`src/rtl/rfm_pend_tracker_pkg.sv`:
```
// Shared constants and FSM state encoding for the RFM pending-row tracker.
// Optional feature macro used by the tracker files: RFM_PEND_CNT_EN.
package rfm_pkg;
  localparam int RFM_N      = 1024;
  localparam int RFM_LOG2N  = 10;
  localparam int RFM_PE_LAT = 1;

  typedef enum logic [1:0] {
    IDLE  = 2'd0,
    OFFER = 2'd1,
    WAIT  = 2'd2
  } rfm_state_e;
endpackage

```
`src/rtl/rfm_pend_tracker_if.sv`:
```
// Bus bundle between the tracker, its row source, the priority encoder and the issuer.
// slave = tracker side, master = everything around it.
interface rfm_pend_tracker_if
  import rfm_pkg::*;
#(
  parameter int N     = RFM_N,
  parameter int LOG2N = RFM_LOG2N
) ();
  logic             set_vld;
  logic [LOG2N-1:0] set_idx;
  logic             flush;
  logic [N-1:0]     pe_oht;
  logic [LOG2N-1:0] pe_bin;
  logic             pe_vld;
  logic             iss_vld;
  logic [LOG2N-1:0] iss_idx;
  logic             iss_rdy;
  logic             dup;
  logic [LOG2N:0]   pend_cnt;

  modport slave (
    input  set_vld, set_idx, flush, pe_bin, pe_vld, iss_rdy,
    output pe_oht, iss_vld, iss_idx, dup, pend_cnt
  );

  modport master (
    output set_vld, set_idx, flush, pe_bin, pe_vld, iss_rdy,
    input  pe_oht, iss_vld, iss_idx, dup, pend_cnt
  );
endinterface

```
`src/rtl/rfm_pend_tracker_pend_vec.sv`:
```
// N-bit pending-row register with set/clear/flush; set beats a same-row clear, flush beats both.
// With RFM_PEND_CNT_EN defined it also emits the registered dup pulse and count deltas.
module rfm_pend_vec
  import rfm_pkg::*;
#(
  parameter int N     = RFM_N,
  parameter int LOG2N = RFM_LOG2N
) (
  input  logic             clk,
  input  logic             rst,
  input  logic             i_set_vld,
  input  logic [LOG2N-1:0] i_set_idx,
  input  logic             i_clr_vld,
  input  logic [LOG2N-1:0] i_clr_idx,
  input  logic             i_flush,
  output logic [N-1:0]     o_pend
`ifdef RFM_PEND_CNT_EN
  ,
  output logic             o_dup,
  output logic             o_inc,
  output logic             o_dec
`endif
);
  logic [N-1:0] r_pend;
  logic [N-1:0] w_pend_next;

  always_comb begin
    w_pend_next = r_pend;
    if (i_clr_vld) w_pend_next[i_clr_idx] = 1'b0;
    if (i_set_vld) w_pend_next[i_set_idx] = 1'b1;
    if (i_flush)   w_pend_next = '0;
  end

  always_ff @(posedge clk) begin
    if (!rst) r_pend <= '0;
    else      r_pend <= w_pend_next;
  end

  assign o_pend = r_pend;

`ifdef RFM_PEND_CNT_EN
  logic w_hit;
  logic r_dup;

  assign w_hit = r_pend[i_set_idx];
  assign o_inc = i_set_vld && !w_hit;
  // A fire on a row that is re-set in the same cycle leaves the row pending.
  assign o_dec = i_clr_vld && !(i_set_vld && (i_set_idx == i_clr_idx));

  always_ff @(posedge clk) begin
    if (!rst) r_dup <= 1'b0;
    else      r_dup <= i_set_vld && w_hit && !i_flush;
  end

  assign o_dup = r_dup;
`endif
endmodule

```
`src/rtl/rfm_pend_tracker.sv`:
```
// Pending-row tracker around the priority encoder: offers encoder picks to the RFM issuer.
// Define RFM_PEND_CNT_EN to build the pend_cnt counter and dup pulse; otherwise both read 0.
module rfm_pend_tracker
  import rfm_pkg::*;
#(
  parameter int N      = RFM_N,
  parameter int LOG2N  = RFM_LOG2N,
  parameter int PE_LAT = RFM_PE_LAT
) (
  input logic               clk,
  input logic               rst,
  rfm_pend_tracker_if.slave bus
);
  localparam int WCNT_W = (PE_LAT > 1) ? $clog2(PE_LAT + 1) : 1;

  rfm_state_e        r_state, w_state_next;
  logic [WCNT_W-1:0] r_wcnt, w_wcnt_next;
  logic [N-1:0]      w_pend;
  logic              w_iss_vld;
  logic              w_fire;
  logic              w_any;

  // Gating on the live pend bit hides encoder results that lag a clear.
  assign w_iss_vld   = rst && (r_state == OFFER) && bus.pe_vld && w_pend[bus.pe_bin];
  assign w_fire      = w_iss_vld && bus.iss_rdy;
  assign bus.iss_vld = w_iss_vld;
  assign bus.iss_idx = bus.pe_bin;
  assign bus.pe_oht  = w_pend;

`ifdef RFM_PEND_CNT_EN
  logic [LOG2N:0] r_cnt, w_cnt_next;
  logic           w_inc;
  logic           w_dec;

  always_comb begin
    w_cnt_next = r_cnt;
    if (bus.flush)
      w_cnt_next = '0;
    else if (w_inc && !w_dec && (r_cnt != (LOG2N+1)'(N)))
      w_cnt_next = r_cnt + 1'b1;
    else if (w_dec && !w_inc)
      w_cnt_next = r_cnt - 1'b1;
  end

  always_ff @(posedge clk) begin
    if (!rst) r_cnt <= '0;
    else      r_cnt <= w_cnt_next;
  end

  assign w_any        = (r_cnt != '0);
  assign bus.pend_cnt = r_cnt;
`else
  assign w_any        = |w_pend;
  assign bus.pend_cnt = '0;
  assign bus.dup      = 1'b0;
`endif

  rfm_pend_vec #(.N(N), .LOG2N(LOG2N)) u_pend_vec (
    .clk       (clk),
    .rst       (rst),
    .i_set_vld (bus.set_vld),
    .i_set_idx (bus.set_idx),
    .i_clr_vld (w_fire),
    .i_clr_idx (bus.pe_bin),
    .i_flush   (bus.flush),
    .o_pend    (w_pend)
`ifdef RFM_PEND_CNT_EN
    ,
    .o_dup     (bus.dup),
    .o_inc     (w_inc),
    .o_dec     (w_dec)
`endif
  );

  always_comb begin
    w_state_next = r_state;
    w_wcnt_next  = r_wcnt;
    case (r_state)
      IDLE: begin
        if (w_any) w_state_next = OFFER;
      end
      OFFER: begin
        if (w_fire) begin
          w_state_next = WAIT;
          w_wcnt_next  = WCNT_W'(PE_LAT);
        end
      end
      WAIT: begin
        // Hold off until the encoder has seen the cleared bit.
        w_wcnt_next = r_wcnt - 1'b1;
        if (r_wcnt <= WCNT_W'(1)) w_state_next = w_any ? OFFER : IDLE;
      end
      default: w_state_next = IDLE;
    endcase
    if (bus.flush) w_state_next = IDLE;
  end

  always_ff @(posedge clk) begin
    if (!rst) begin
      r_state <= IDLE;
      r_wcnt  <= '0;
    end else begin
      r_state <= w_state_next;
      r_wcnt  <= w_wcnt_next;
    end
  end
endmodule

```
`src/flat_wrapper.sv`:
```
// flat-port wrapper written by rule: the top's interface ports become plain ports
module rfm_pend_tracker_flat import rfm_pkg::*;
#(
  parameter int N      = RFM_N,
  parameter int LOG2N  = RFM_LOG2N,
  parameter int PE_LAT = RFM_PE_LAT
)
  (clk, rst, bus_set_vld, bus_set_idx, bus_flush, bus_pe_bin, bus_pe_vld, bus_iss_rdy, bus_pe_oht, bus_iss_vld, bus_iss_idx, bus_dup, bus_pend_cnt);
  rfm_pend_tracker_if #(.N(N), .LOG2N(LOG2N)) bus_i ();
  input logic clk;
  input logic rst;
  input wire logic [$bits(bus_i.set_vld)-1:0] bus_set_vld;
  input wire logic [$bits(bus_i.set_idx)-1:0] bus_set_idx;
  input wire logic [$bits(bus_i.flush)-1:0] bus_flush;
  input wire logic [$bits(bus_i.pe_bin)-1:0] bus_pe_bin;
  input wire logic [$bits(bus_i.pe_vld)-1:0] bus_pe_vld;
  input wire logic [$bits(bus_i.iss_rdy)-1:0] bus_iss_rdy;
  output wire logic [$bits(bus_i.pe_oht)-1:0] bus_pe_oht;
  output wire logic [$bits(bus_i.iss_vld)-1:0] bus_iss_vld;
  output wire logic [$bits(bus_i.iss_idx)-1:0] bus_iss_idx;
  output wire logic [$bits(bus_i.dup)-1:0] bus_dup;
  output wire logic [$bits(bus_i.pend_cnt)-1:0] bus_pend_cnt;
  assign bus_i.set_vld = bus_set_vld;
  assign bus_i.set_idx = bus_set_idx;
  assign bus_i.flush = bus_flush;
  assign bus_i.pe_bin = bus_pe_bin;
  assign bus_i.pe_vld = bus_pe_vld;
  assign bus_i.iss_rdy = bus_iss_rdy;
  assign bus_pe_oht = bus_i.pe_oht;
  assign bus_iss_vld = bus_i.iss_vld;
  assign bus_iss_idx = bus_i.iss_idx;
  assign bus_dup = bus_i.dup;
  assign bus_pend_cnt = bus_i.pend_cnt;
  rfm_pend_tracker #(.N(N), .LOG2N(LOG2N), .PE_LAT(PE_LAT)) u_core (.clk(clk), .rst(rst), .bus(bus_i));
endmodule
```
`config.mk`:
```
export PLATFORM = sky130hd
export DESIGN_NAME = rfm_pend_tracker_flat
export DESIGN_NICKNAME = d
export VERILOG_FILES = /design/src/rtl/rfm_pend_tracker_pkg.sv /design/src/rtl/rfm_pend_tracker_if.sv /design/src/rtl/rfm_pend_tracker_pend_vec.sv /design/src/rtl/rfm_pend_tracker.sv /design/src/flat_wrapper.sv
export SDC_FILE = /design/constraint.sdc
export NUM_CORES = 2
export LEC_CHECK = 0
export ABC_CLOCK_PERIOD_IN_PS = 4400
export CAP_MARGIN = 25
export CORE_AREA = 2 2 417 419
export DETAILED_ROUTE_END_ITERATION = 8
export DIE_AREA = 0 0 419 421
export GPL_ROUTABILITY_DRIVEN = 0
export HOLD_SLACK_MARGIN = 0.03
export SYNTH_ARGS = -nofsm -noshare
export SYNTH_HDL_FRONTEND = slang
export SYNTH_SLANG_ARGS = --single-unit
```
`constraint.sdc`:
```
create_clock -name clk -period 4.4 [get_ports clk]
set_input_delay 0.88 -clock clk [delete_from_list [all_inputs] [get_ports clk]]
set_output_delay 0.88 -clock clk [all_outputs]
set_load 0.02 [all_outputs]
```
==> results by group <==
Routing
  • DR vias: 62400
  • WL/cell: between 30 and 40 um
  • Initial DRC count: around 11000
  • Post-route DRC: 18
  • Vias/cell: between 6 and 7
  • Detail Route Antenna Nets: 0
  • Pre-Repair DR Iteration Count: 9
  • Drt total wl: between 300 and 400 mm

Timing
  • Final setup fails: 1
  • Setup WS post-layout: -178 ps
  • Max Slew Vio Count: 0
  • Setup tns final: -178 ps
  • Worst slew pin tran: roughly 1300 ps
  • Period Utilization, post-route: 1.04
  • Worst Skew: around 55 ps
  • Hold Worst Slack: 451 ps
  • Final min period: ~4600 ps
  • Endpoints failing hold: 0
  • Max_slew headroom: 0.129
  • RSZ-0062 raised after global routing: true
  • Max Clk Rate: ~0.22 GHz

Logic synthesis
  • Top cells by area, synth: dfxtp_1 (42%), o311ai_0 (15%), mux2i_1 (10%)
  • Yosys reg bits: a little over 1000
  • Post-Syn Area: about 0.049 mm2
  • Ys Warns: 0
  • Yosys cell types: 43
  • Share of Yosys cell area claimed by the top area cell type: 0.419
  • Seq/Total Area, Yosys: 0.419
  • Synth area leader: dfxtp_1
  • Post-synthesis cell count: between 5000 and 6000
  • Syn_area_per_cell: ~9.0 um2

Critical path
  • Crit end category: output pin
  • Critical Path End: bus_iss_vld
  • Crit Path Max Fanout: 7
  • Buffers & Inverters on Critical Path: 8
  • R2R Path Start: u_core.u_pend_vec.o_pend[120]$_SDFF_PP0_
  • RR Endpoint: u_core.u_pend_vec.o_pend[292]$_SDFF_PP0_
  • Reg2reg path depth: 14
  • Critical path startpoint: bus_pe_bin[1]
  • Critical Path AT: around 3700 ps
  • Startpoint types: input port
  • CP max stage delay: roughly 300 ps
  • Reg2reg setup slack: approximately 360 ps
  • Type of the worst setup path: input port to output pin
  • Crit path cell chain: buf_16 > buf_12 > clkbuf_16 > buf_6 > buf_4 > mux2i_1 > buf_4 > o22ai_1 > nor4_1 > o2111ai_1 > nand4_1 > nand2_2 > nor4_4 > buf_12 > nor2_4 > buf_6
  • Slowest stage cell, crit path: nor4_1
  • CP top delay family: buffers and inverters
  • Instance count on the critical path: 16
  • Worst EP required: around 3500 ps

Power
  • Leakage: about 0.023 uW
  • Peak supply drop: ~350 uV
  • Pwr dens: around 300 mW/mm2

Placed design
  • Post-DP HPWL: ~240 mm
  • Port Buffers: roughly 1100
  • Placed cell count: just under 9000

Global routing
  • First-pass GRT wire length: 477 mm
  • Initial antenna violation count: 29
  • Pin count of the biggest net entering global routing: about 200
  • GRT overflow: 0
  • Vias in the first global route: between 50000 and 60000
  • Overall Global Routing Usage: 0.379

Worst hold path
  • Hold Startpoint: u_core.r_state[0]$_SDFFE_PP0P_
  • Hold Path Class: flop to flop

Clocking
  • CTS tree: yes
  • CTS Hold Bufs: 0
  • CTS buffer count: roughly 110
  • Clock transition at the registers of the reported paths: approximately 60 ps
  • Root buffer cell: clkbuf_16
  • CTS Sinks: between 1000 and 1500
  • Clk_lat worst skew: roughly 810 ps
  • Clock buffer depth: 3
  • Htree depth: 3

Floorplan
  • Cell Rows: about 150
  • Die Span Y: around 420 um
  • Ports: between 1000 and 1500
  • Initial Util: 0.284
  • Total die area: roughly 0.18 mm2
  • Die X: approximately 420 um
  • Core area: approximately 0.17 mm2

Layout
  • Final Core Density: 0.410
  • Proportion of layout cells with a drive suffix above 1: 0.138
  • Fillers: roughly 17000
  • Area Growth Syn to Fin: 44.3%
  • Nets@finish: 6565
  • Non-filler cells, final: roughly 9000

Job
  • Max Cap Violations: 0

Outcome
  • Failing checks: DRC, setup timing
  • Status: complete, but fails checks
==> stage by stage <==
step	area [um2]	total power [uW]	setup slack [ps]
global route	70700	21500	-157
floorplan	49100	10400	25.0
finish	70800	21200	-178
CTS	69600	21000	-210
global placement	65100	11000	-1360
detailed placement	65100	11000	-1280
==> sequential cells by signal (all words and copies together) (netlist names) <==
name	flops
u_core.u_pend_vec.o_pend	1024
u_core.r_state	2
==> cells by family after synthesis <==
family,synth area share
simple gates,0.103
flops,0.419
other cells,0.0000765
buf+inv,0.0605
compound gates,0.313
mux,0.104
==> where the power goes <==
| part | internal, uW | total (uW) | switching [uW] |
|---|---|---|---|
| Sequential | 9290 | 9290 | 4.20 |
| Clock | 5850 | 10200 | 4370 |
| Combinational | 488 | 1710 | 1220 |
==> worst min path at each step <==
| stage | endpoint | slack, ps | cells after the start |
|---|---|---|---|
| after floorplan | u_core.r_state[0]$_SDFFE_PP0P_ | 430 | 1 |
| after global routing | u_core.r_state[0]$_SDFFE_PP0P_ | 480 | 1 |
| final | u_core.r_state[0]$_SDFFE_PP0P_ | 450 | 1 |
| after detailed placement | u_core.r_state[0]$_SDFFE_PP0P_ | 440 | 1 |
| after global placement | u_core.r_state[0]$_SDFFE_PP0P_ | 440 | 1 |
| after CTS | u_core.r_state[0]$_SDFFE_PP0P_ | 450 | 1 |
==> cell usage in the layout, fill, tap and decap left out, drive strengths merged, types with 8 or more instances in the layout <==
| cell | instances |
|---|---|
| clkdlybuf4s50 | 1052 |
| dfxtp | 1026 |
| o311ai | 954 |
| o21ai | 954 |
| buf | 594 |
| mux2i | 512 |
| nor4 | 339 |
| nand2 | 283 |
| o22ai | 264 |
| clkbuf | 179 |
| nor2 | 94 |
| nand4 | 78 |
| nor3 | 65 |
| nand3 | 50 |
| diode | 27 |
| o22a | 24 |
| o2111ai | 24 |
| clkinv | 17 |
| conb | 12 |
| bufinv | 10 |
| and2 | 10 |
| inv | 10 |
| nor2b | 9 |
| and3 | 8 |
| a31oi | 8 |
==> area by class of cell <==
cell class | instances | area, um2 | share of cell area
inverter | 1 | 3.75 | 0.0000530
sequential | 1026 | 20500 | 0.290
antenna | 27 | 67.6 | 0.000954
timing repair buffer | 1661 | 16900 | 0.239
clock inverter | 39 | 549 | 0.00776
tap | 2325 | 2910 | 0.0411
clock buffer | 168 | 3350 | 0.0473
multi-input combinational | 3735 | 26400 | 0.373
==> repair_timing <==
item,CTS,global route
cloned,7,9
gates resized for setup,52,109
buffers inserted,22,39
pin swaps,32,53
setup endpoints to repair,441,178
==> cell usage after synthesis (all sizes together) <==
cell and number:
nor4b 1, and2 10, a21oi 6, nand2b 3, or3 1, nor4 339
nand2 283, or4b 4, buf 214, and3b 3, o31ai 6, o311ai 954
a31oi 8, nor3 65, dfxtp 1026, nand3b 4, inv 1, nor3b 5
nor2 94, mux2i 512, or3b 1, o22a 24, nand3 50, o32ai 1
and3 8, nor2b 9, or2 1, nand4b 4, nand4 78, o22ai 264
o21ai 954, nand4bb 6, o2111ai 24, conb 1, or4 1, clkbuf 473
==> routing by layer <==
metal	vias to the layer above	track usage	routed length, um
li1	24400	-	-
met1	29900	0.435	122000
met2	6125	0.555	149000
met3	1881	0.129	46500
met4	20	0.337	40000
met5	-	0.00629	259
Power figures use the tool's default switching activity.
